===== config.mk =====
export PLATFORM = sky130hd
export DESIGN_NAME = spike_window
export DESIGN_NICKNAME = d
export VERILOG_FILES = /design/src/rtl/dtree_pkg.sv /design/src/rtl/sample_history.sv /design/src/rtl/spike_window.sv
export SDC_FILE = /design/constraint.sdc
export NUM_CORES = 1
export LEC_CHECK = 0
export ABC_AREA = 0
export CORE_UTILIZATION = 49
export DETAILED_ROUTE_END_ITERATION = 16
export PLACE_DENSITY = 0.73
export SLEW_MARGIN = 20
export SYNTH_ARGS = -nofsm -noshare
export SYNTH_HDL_FRONTEND = slang
export SYNTH_SLANG_ARGS = --single-unit

===== constraint.sdc =====
create_clock -name clk -period 2.3 [get_ports clk]
set_input_delay 0.345 -clock clk [delete_from_list [all_inputs] [get_ports clk]]
set_output_delay 0.345 -clock clk [all_outputs]
set_load 0.05 [all_outputs]

===== src/rtl/dtree_pkg.sv =====
// Shared definitions between the spike front end and the decision-tree classifier.
package dtree_pkg;

    localparam int IN_WIDTH = 10;
    localparam int FEATURES = 3;

    typedef logic signed [IN_WIDTH-1:0] sample_t;

    typedef enum logic [1:0] {ARMED, CAPTURE, EMIT, HOLD} state_t;

endpackage


===== src/rtl/sample_history.sv =====
// Circular buffer of the last PRE accepted ADC samples, the previous-sample register
// and a fill counter that says when enough samples exist to judge a crossing.
module sample_history
    import dtree_pkg::*;
#(
    parameter int PRE = 2
) (
    input  logic                    clk,
    input  logic                    reset,
    input  logic                    push_i,
    input  logic [IN_WIDTH-1:0]     sample_i,
    output logic [PRE*IN_WIDTH-1:0] taps_o,
    output logic [IN_WIDTH-1:0]     prev_o,
    output logic                    full_o
);

    localparam int PTR_W = (PRE > 1) ? $clog2(PRE) : 1;
    localparam int FILL_W = $clog2(PRE + 2);
    localparam logic [PTR_W-1:0] PTR_LAST = PTR_W'(PRE - 1);
    localparam logic [FILL_W-1:0] FILL_MAX = FILL_W'(PRE + 1);

    logic [IN_WIDTH-1:0] ring_q [PRE];
    logic [PTR_W-1:0]    wptr_q;
    logic [FILL_W-1:0]   fill_q;
    logic [IN_WIDTH-1:0] prev_q;
    logic [PTR_W:0]      rdIdx;

    always_ff @(posedge clk or negedge reset) begin
        if (!reset) begin
            ring_q <= '{default: '0};
            wptr_q <= '0;
            fill_q <= '0;
            prev_q <= '0;
        end else if (push_i) begin
            ring_q[wptr_q] <= sample_i;
            wptr_q <= (wptr_q == PTR_LAST) ? '0 : wptr_q + 1'b1;
            prev_q <= sample_i;
            if (fill_q != FILL_MAX) begin
                fill_q <= fill_q + 1'b1;
            end
        end
    end

    // The write pointer always sits on the oldest entry, so tap k is k slots past it.
    always_comb begin
        taps_o = '0;
        rdIdx = '0;
        for (int k = 0; k < PRE; k++) begin
            rdIdx = {1'b0, wptr_q} + (PTR_W + 1)'(k);
            if (rdIdx >= (PTR_W + 1)'(PRE)) begin
                rdIdx = rdIdx - (PTR_W + 1)'(PRE);
            end
            taps_o[k*IN_WIDTH +: IN_WIDTH] = ring_q[rdIdx[PTR_W-1:0]];
        end
    end

    assign prev_o = prev_q;
    assign full_o = (fill_q == FILL_MAX);

endmodule


===== src/rtl/spike_window.sv =====
// Detects negative-going threshold crossings in the ADC stream and emits a window of
// samples around each one, oldest first, followed by a refractory hold-off.
module spike_window
    import dtree_pkg::*;
#(
    parameter int PRE        = 2,
    parameter int POST       = 1,
    parameter int REFRACTORY = 8
) (
    input  logic                clk,
    input  logic                reset,
    input  logic                adc_valid,
    input  logic [IN_WIDTH-1:0] adc_sample,
    input  logic [IN_WIDTH-1:0] threshold,
    output logic                out_valid,
    input  logic                out_ready,
    output logic [IN_WIDTH-1:0] out_sample,
    output logic                out_last,
    output logic [7:0]          missed_count
);

    localparam int WINDOW = PRE + POST;
    localparam int IDX_W = $clog2(WINDOW);
    localparam int CAP_W = (POST > 2) ? $clog2(POST - 1) : 1;
    localparam int REFR_W = (REFRACTORY > 1) ? $clog2(REFRACTORY) : 1;
    localparam logic [IDX_W-1:0] LAST_IDX = IDX_W'(WINDOW - 1);
    localparam logic [CAP_W-1:0] CAP_LAST = CAP_W'((POST > 1) ? POST - 2 : 0);
    localparam logic [REFR_W-1:0] REFR_INIT = REFR_W'(REFRACTORY - 1);

    state_t                     state_q;
    logic [WINDOW*IN_WIDTH-1:0] window_q;
    logic [IDX_W-1:0]           idx_q;
    logic [CAP_W-1:0]           cap_q;
    logic [REFR_W-1:0]          refr_q, refr_d;
    logic [7:0]                 missed_q, missed_d;
    logic                       out_valid_q;
    logic [IN_WIDTH-1:0]        out_sample_q;
    logic                       out_last_q;

    logic [PRE*IN_WIDTH-1:0]    histTaps;
    logic [IN_WIDTH-1:0]        histPrev;
    logic                       histFull;
    logic                       crossing;

    sample_history #(.PRE(PRE)) u_history (
        .clk      (clk),
        .reset    (reset),
        .push_i   (adc_valid),
        .sample_i (adc_sample),
        .taps_o   (histTaps),
        .prev_o   (histPrev),
        .full_o   (histFull)
    );

    assign crossing = adc_valid && histFull
                      && ($signed(histPrev) >= $signed(threshold))
                      && ($signed(adc_sample) < $signed(threshold));

    always_comb begin
        refr_d = refr_q;
        if (adc_valid && state_q != ARMED && refr_q != '0) begin
            refr_d = refr_q - 1'b1;
        end
        missed_d = missed_q;
        if (crossing && state_q != ARMED && missed_q != 8'hFF) begin
            missed_d = missed_q + 1'b1;
        end
    end

    // window_q is only written at the trigger and during CAPTURE, so stalls in EMIT never disturb it.
    always_ff @(posedge clk or negedge reset) begin
        if (!reset) begin
            state_q      <= ARMED;
            window_q     <= '0;
            idx_q        <= '0;
            cap_q        <= '0;
            refr_q       <= '0;
            missed_q     <= '0;
            out_valid_q  <= 1'b0;
            out_sample_q <= '0;
            out_last_q   <= 1'b0;
        end else begin
            refr_q   <= refr_d;
            missed_q <= missed_d;
            case (state_q)
                ARMED: begin
                    if (crossing) begin
                        window_q[PRE*IN_WIDTH-1:0] <= histTaps;
                        window_q[PRE*IN_WIDTH +: IN_WIDTH] <= adc_sample;
                        refr_q <= REFR_INIT;
                        idx_q  <= '0;
                        cap_q  <= '0;
                        if (POST == 1) begin
                            state_q      <= EMIT;
                            out_valid_q  <= 1'b1;
                            out_sample_q <= histTaps[IN_WIDTH-1:0];
                            out_last_q   <= 1'b0;
                        end else begin
                            state_q <= CAPTURE;
                        end
                    end
                end
                CAPTURE: begin
                    if (adc_valid) begin
                        window_q[(PRE + 1 + int'(cap_q))*IN_WIDTH +: IN_WIDTH] <= adc_sample;
                        if (cap_q == CAP_LAST) begin
                            state_q      <= EMIT;
                            out_valid_q  <= 1'b1;
                            out_sample_q <= window_q[IN_WIDTH-1:0];
                            out_last_q   <= 1'b0;
                            cap_q        <= '0;
                        end else begin
                            cap_q <= cap_q + 1'b1;
                        end
                    end
                end
                EMIT: begin
                    if (out_ready) begin
                        if (idx_q == LAST_IDX) begin
                            out_valid_q <= 1'b0;
                            out_last_q  <= 1'b0;
                            idx_q       <= '0;
                            state_q     <= (refr_q == '0) ? ARMED : HOLD;
                        end else begin
                            idx_q        <= idx_q + 1'b1;
                            out_sample_q <= window_q[(int'(idx_q) + 1)*IN_WIDTH +: IN_WIDTH];
                            out_last_q   <= ((idx_q + 1'b1) == LAST_IDX);
                        end
                    end
                end
                HOLD: begin
                    if (refr_q == '0) begin
                        state_q <= ARMED;
                    end
                end
                default: state_q <= ARMED;
            endcase
        end
    end

    assign out_valid    = out_valid_q;
    assign out_sample   = out_sample_q;
    assign out_last     = out_last_q;
    assign missed_count = missed_q;

endmodule


==> results of run 1 <==
==> per-layer routing <==
| layer | share of wire (%) | up-vias | GRT usage [%] |
|---|---|---|---|
| met2 | 50 | 66 | 40.5 |
| li1 | - | 1636 | - |
| met5 | 0 | - | 0 |
| met4 | 2.4 | 0 | 11.1 |
| met1 | 45 | 1705 | 31.8 |
| met3 | 2.3 | 19 | 3.65 |
==> registers in the layout, summed over array words and instances, names as in the netlist <==
name and flops:
window_q 30, u_history.ring_q 20, out_sample 10, u_history.prev_o 10, missed_count 8, refr_q 3
idx_q 2, state_q 2, u_history.fill_q 2, out_last 1, out_valid 1, u_history.wptr_q 1
==> kinds of logic (layout without fill, tap and decap cells) <==
family                   after synthesis  in the layout
AO/OA/AOI/OAI                         72             72
flip-flops                            90             90
XOR/XNOR                               9              9
multiplexers                          91             91
adder cells (fa/ha/maj)               27             27
buffers and inverters                 49            136
AND/OR/NAND/NOR                       81             81
==> path summary, 6_finish.rpt <==
path	to	slack [ns]	depth (start not counted)
min in group asynchronous	out_sample[9]	0.50	2
worst min register to register	u_history.fill_q[0]	0.49	1
worst max register to register	state_q[1]	-0.24	9
max in group asynchronous	out_sample[2]	1.22	3
worst max-delay path	state_q[1]	-0.24	10
worst min-delay path	u_history.fill_q[0]	0.49	1
==> report_power, final <==
part / switching, mW / internal, mW
Combinational: 1.80 / 1.67
Clock: 0.584 / 0.539
Sequential: 0.542 / 2.19
Total: 2.93 / 4.41
==> cell usage in the layout, fill, tap and decap left out, types with 10 or more instances in the layout <==
master,count
mux2i_1,40
dfrtp_1,90
a21oi_2,13
clkdlybuf4s50_1,35
clkbuf_8,10
a21oi_1,28
inv_1,23
nor2_1,19
ha_1,17
nand2_1,14
mux2_4,11
mux2_2,40
buf_4,30
==> metrics by stage <==
stage	setup slack, ns	utilization (%)	std cells
final	-0.242	68.3	635
after CTS	-0.174	66.8	634
after floorplan	-0.00536	-	419
after global placement	-0.721	59.2	604
after global routing	-0.303	68.3	635
after detailed placement	-0.828	59.2	604
==> what timing repair did <==
item | in CTS | in global routing
buffers inserted | 8 | 1
hold buffers | 1 | 0
resized for setup | 86 | 25
endpoints found under the setup margin | 57 | 57
pin swaps | 21 | 6
hold endpoints to repair | 37 | 0
gates cloned | 5 | 1
==> final cells by class <==
type	instances	area, um^2
fill	652	2930
clock inverter	5	61.3
sequential	90	2250
timing repair buffer	91	976
multi-input combinational	280	2610
tap	129	161
inverter	29	109
clock buffer	11	141
==> worst max-delay path, cell delays in order <==
cell	delay [ns]
clkdlybuf4s50_1	0.45
inv_1	0.05
ha_2	0.32
nand4_1	0.12
a221oi_2	0.29
o21ai_2	0.10
buf_4	0.15
or3_4	0.42
a211o_1	0.33
a32o_1	0.21
==> impl_metrics.yaml, run 1 <==
floorplan:
  die_h_um: 99.5
  core_um2: 9240
  dieArea_um2: 9910
  num_rows: 35
  die_w_um: 99.5
  io_pins: 44
  start_util_pct: 50.5
drt:
  wirelength_um: 11200
  viasPerCell: 5.40
  vias: 3426
  first_pass_iters: 4
  wl_per_cell_um: 17.7
  final_antenna_net_count: 0
  drc: 0
  drtIter0Drc: 115
worst_setup_path:
  worst_setup_path_end_kind: "flip-flop"
  crit_type: "primary input to flip-flop"
  crit_path_max_fanout: 3
  start_kind: "primary input"
  r2r_start: "u_history.prev_o[7]"
  startpoint: "threshold[6]"
  crit_arrival_ns: 2.79
  critical_path_required_ns: 2.55
timing:
  finClkSkew_ns: 0.0206
  fmax_mhz: 393
  maxSlewViolCount: 0
  tightest_slew_ns: 0.759
  finalHoldViolations: 0
  period_share_pct: 111
  relSlewSlack_pct: 49.4
  finalSetupTns_ns: -7.96
  setup_viol: 55
  setup_slack_ns: -0.242
  rsz0062_at_grt: "yes"
  timing.hold.ws_ns: 0.487
  fin_crit_ns: 2.54
synth:
  synth_most_common_cell: "dfrtp_1"
  synth-simple-area-share_pct: 8.11
  synth_cells: 419
  synth-xor-area-share_pct: 1.69
  synth_commonest_cells: "dfrtp_1, mux2_2, a21oi_1"
  syn_avg_cell_area_um2: 11.1
  synthMuxAreaShare_pct: 20.9
  netlist_top_cells_area: "dfrtp_1, mux2_2, mux2i_1, ha_1, a21oi_1"
  synth_area_um2: 4660
  yosysUniqueCellTypes: 43
  synth_top_area_share_pct: 48.3
  synth_warnings: 0
  synth_compound_area_share_pct: 9.45
  synth_edf_count: 0
  syn_nets: 470
  synth_top_family_by_area: "multiplexers"
  synth_ff_type: "dfrtp_1"
  synthArstFlopShare_pct: 100
  yosys.area.top_type: "dfrtp_1"
  ys_seq_area_share_pct: 48.3
  synth_fa_ha_area_share_pct: 7.25
  synth_seq_cells: 90
cts:
  cts_root_buffer: "clkbuf_8"
  clk_pin_slew_worst_paths_ns: 0.09
  clk_latency_ns: 0.37
  cts_tree: "yes"
  cts.path.max_buffers: 2
  numCtsBuffers: 9
  clock-sinks: 90
  htreeDepth: 3
placement:
  place_area_um2: 5470
  detailed_place_hpwl_um: 7340
  gp_congestion: 0.764
  port_buffers: 43
job:
  cap_violations: 0
global_route:
  antenna_found_initial: 0
  grt_pass1_wl_um: 18500
  grtUsageTotal_pct: 24.4
  grt_overflow: 0
  grt_start_max_net_pins: 41
  grt_pass1_vias: 3649
power:
  power.total_mw: 7.34
  p_leak_nw: 2.81
  power_density_nw_per_um2: 1160
  ir_worst_vdd_mv: 0.457
cells_and_area:
  syn2layout_area_growth_pct: 35.4
  fin_nets: 552
  diodes: 0
  layout-drive-gt1-share_pct: 35.0
  design_area_um2: 6310
outcome:
  status: "complete, but fails checks"
  violations: "setup timing"
min_path:
  hold_start: "u_history.fill_q[0]"
  hold_path.class: "flip-flop to flip-flop"
(Power assumes the default switching activity.)
==> run 2: changes to the inputs <==
CTS_BUF_LIST = sky130_fd_sc_hd__clkbuf_2 sky130_fd_sc_hd__clkbuf_4 sky130_fd_sc_hd__clkbuf_8   (was unset)
DONT_BUFFER_PORTS = 1   (was unset)
PLACE_DENSITY = 0.66   (was 0.73)
==> impl_metrics.yaml, run 2 (synthesis gave the netlist of run 1 again) <==
cells_and_area:
  largest_register_ffs: 30
  largest-register: "window_q"
  fin_cells: 588
  diodes: 0
  final-seq-area_um2: 2250
  layout-drive-gt1-share_pct: 32.7
  fin_nets: 505
  fillers: 748
  syn2layout_area_growth_pct: 22.3
  mostFrequentLayoutCells: "dfrtp_1, mux2_2, mux2i_1, buf_4, inv_1"
  multiInputGateArea_um2: 2490
  final_common_cell: "dfrtp_1"
  top_regs: "window_q: 30 flops, u_history.ring_q: 20 flops"
  utilization_pct: 61.7
cts:
  clock-sinks: 90
  cts_root_buffer: "clkbuf_8"
  clk_pin_slew_worst_paths_ns: 0.09
  numCtsBuffers: 9
  clk_latency_ns: 0.36
  cts_tree: "yes"
  cts.path.max_buffers: 2
  htreeDepth: 3
timing:
  timing.hold.ws_ns: -0.320
  setup_viol: 41
  setup_slack_ns: -0.193
  period_share_pct: 108
  relSlewSlack_pct: 61.7
  rsz0062_at_grt: "yes"
  maxSlewViolCount: 0
  tightest_slew_ns: 0.574
  fmax_mhz: 401
  fin_crit_ns: 2.49
  finClkSkew_ns: 0.0116
  finalHoldViolations: 90
worst_setup_path:
  crit_path_max_fanout: 7
  worst_setup_path_end_kind: "flip-flop"
  start_kind: "flip-flop"
  r2r_slack_ns: -0.19
  crit_arrival_ns: 2.74
  crit_type: "flip-flop to flip-flop"
  critical_path_required_ns: 2.55
power:
  power_density_nw_per_um2: 1250
  power.total_mw: 7.13
  p_leak_nw: 2.61
  ir_worst_vdd_mv: 0.657
floorplan:
  die_h_um: 99.5
  io_pins: 44
  die_w_um: 99.5
  core_um2: 9240
  start_util_pct: 50.5
  dieArea_um2: 9910
  num_rows: 35
drt:
  wl_per_cell_um: 16.9
  wirelength_um: 9940
  final_antenna_net_count: 0
  first_pass_iters: 6
  viasPerCell: 5.41
  drc: 0
  drtIter0Drc: 119
  vias: 3179
job:
  cap_violations: 0
global_route:
  grt_overflow: 0
  grt_pass1_wl_um: 15200
  grtUsageTotal_pct: 20.2
  grt_pass1_vias: 3108
  antenna_found_initial: 0
  grt_start_max_net_pins: 91
outcome:
  violations: "hold timing, setup timing"
  status: "complete, but fails checks"
placement:
  detailed_place_hpwl_um: 6430
  gp_congestion: 0.744
  port_buffers: 0
  dpl.cell_count: 563
min_path:
  hold_path.class: "primary input to asynchronous set/reset pin"
-- run 2: final cells by class --
type | count | share of cell area [%]
Tap cell | 129 | 2.83
Multi-Input combinational cell | 280 | 43.7
Clock inverter | 5 | 1.49
Inverter | 29 | 1.91
Sequential cell | 90 | 39.5
Clock buffer | 11 | 2.55
Timing Repair Buffer | 44 | 8.05
-- run 2: final timing paths --
check / start / endpoint / cells past startpoint
hold reg to reg: window_q[29] / window_q[29] / 1
hold / removal: reset / out_sample[1] / 0
setup reg to reg: u_history.prev_o[7] / window_q[14] / 13
setup / recovery: u_history.prev_o[7] / window_q[14] / 13
min in group clk: adc_valid / u_history.wptr_q / 1
max in group asynchronous: reset / u_history.prev_o[2] / 0
-- run 2: worst max-delay path, cell delays in order, from the launching register on --
cell	delay (ns)
dfrtp_1	0.43
ha_4	0.23
a21o_1	0.20
a2111oi_4	0.34
o211ai_1	0.16
o21ai_2	0.17
buf_4	0.15
nor4_4	0.04
buf_6	0.14
clkbuf_16	0.17
buf_4	0.14
buf_6	0.11
nor2_4	0.08
a21oi_2	0.03
-- run 2: what timing repair did --
| item | in CTS | in global routing |
|---|---|---|
| pin swaps | 1 | 3 |
| endpoints found under the hold margin | 90 | 90 |
| endpoints found under the setup margin | 50 | 55 |
| gates resized for setup | 7 | 61 |
| cloned | 1 | 4 |
| setup buffers | 0 | 4 |
-- run 2: layer usage --
metal  track usage [%]  vias to the layer above  share of wire, %
met1              27.4                     1595                48
met2              32.3                       47                48
met3              3.44                       11               2.7
met5                 0                        -                 0
met4              8.14                        0               1.4
li1                  -                     1526                 -
-- run 2: report_power, final --
part,leakage (nW),internal (mW),switching [mW]
Combinational,1.38,1.49,1.41
Clock,0.114,0.663,0.584
Sequential,1.11,2.19,0.788
Total,2.61,4.34,2.79
-- run 2: through the flow --
stage | hold WS, ns | worst slack, ns | setup TNS [ns] | area (um^2)
global route | -0.352 | -0.293 | -9.06 | 5700
global placement | 0.0540 | -0.359 | -7.87 | 5070
CTS | -0.342 | -0.164 | -4.03 | 5330
finish | -0.320 | -0.193 | -4.49 | 5700
floorplan | 0.0494 | -0.00536 | -0.0140 | 4670
detailed placement | 0.0539 | -0.435 | -9.93 | 5070
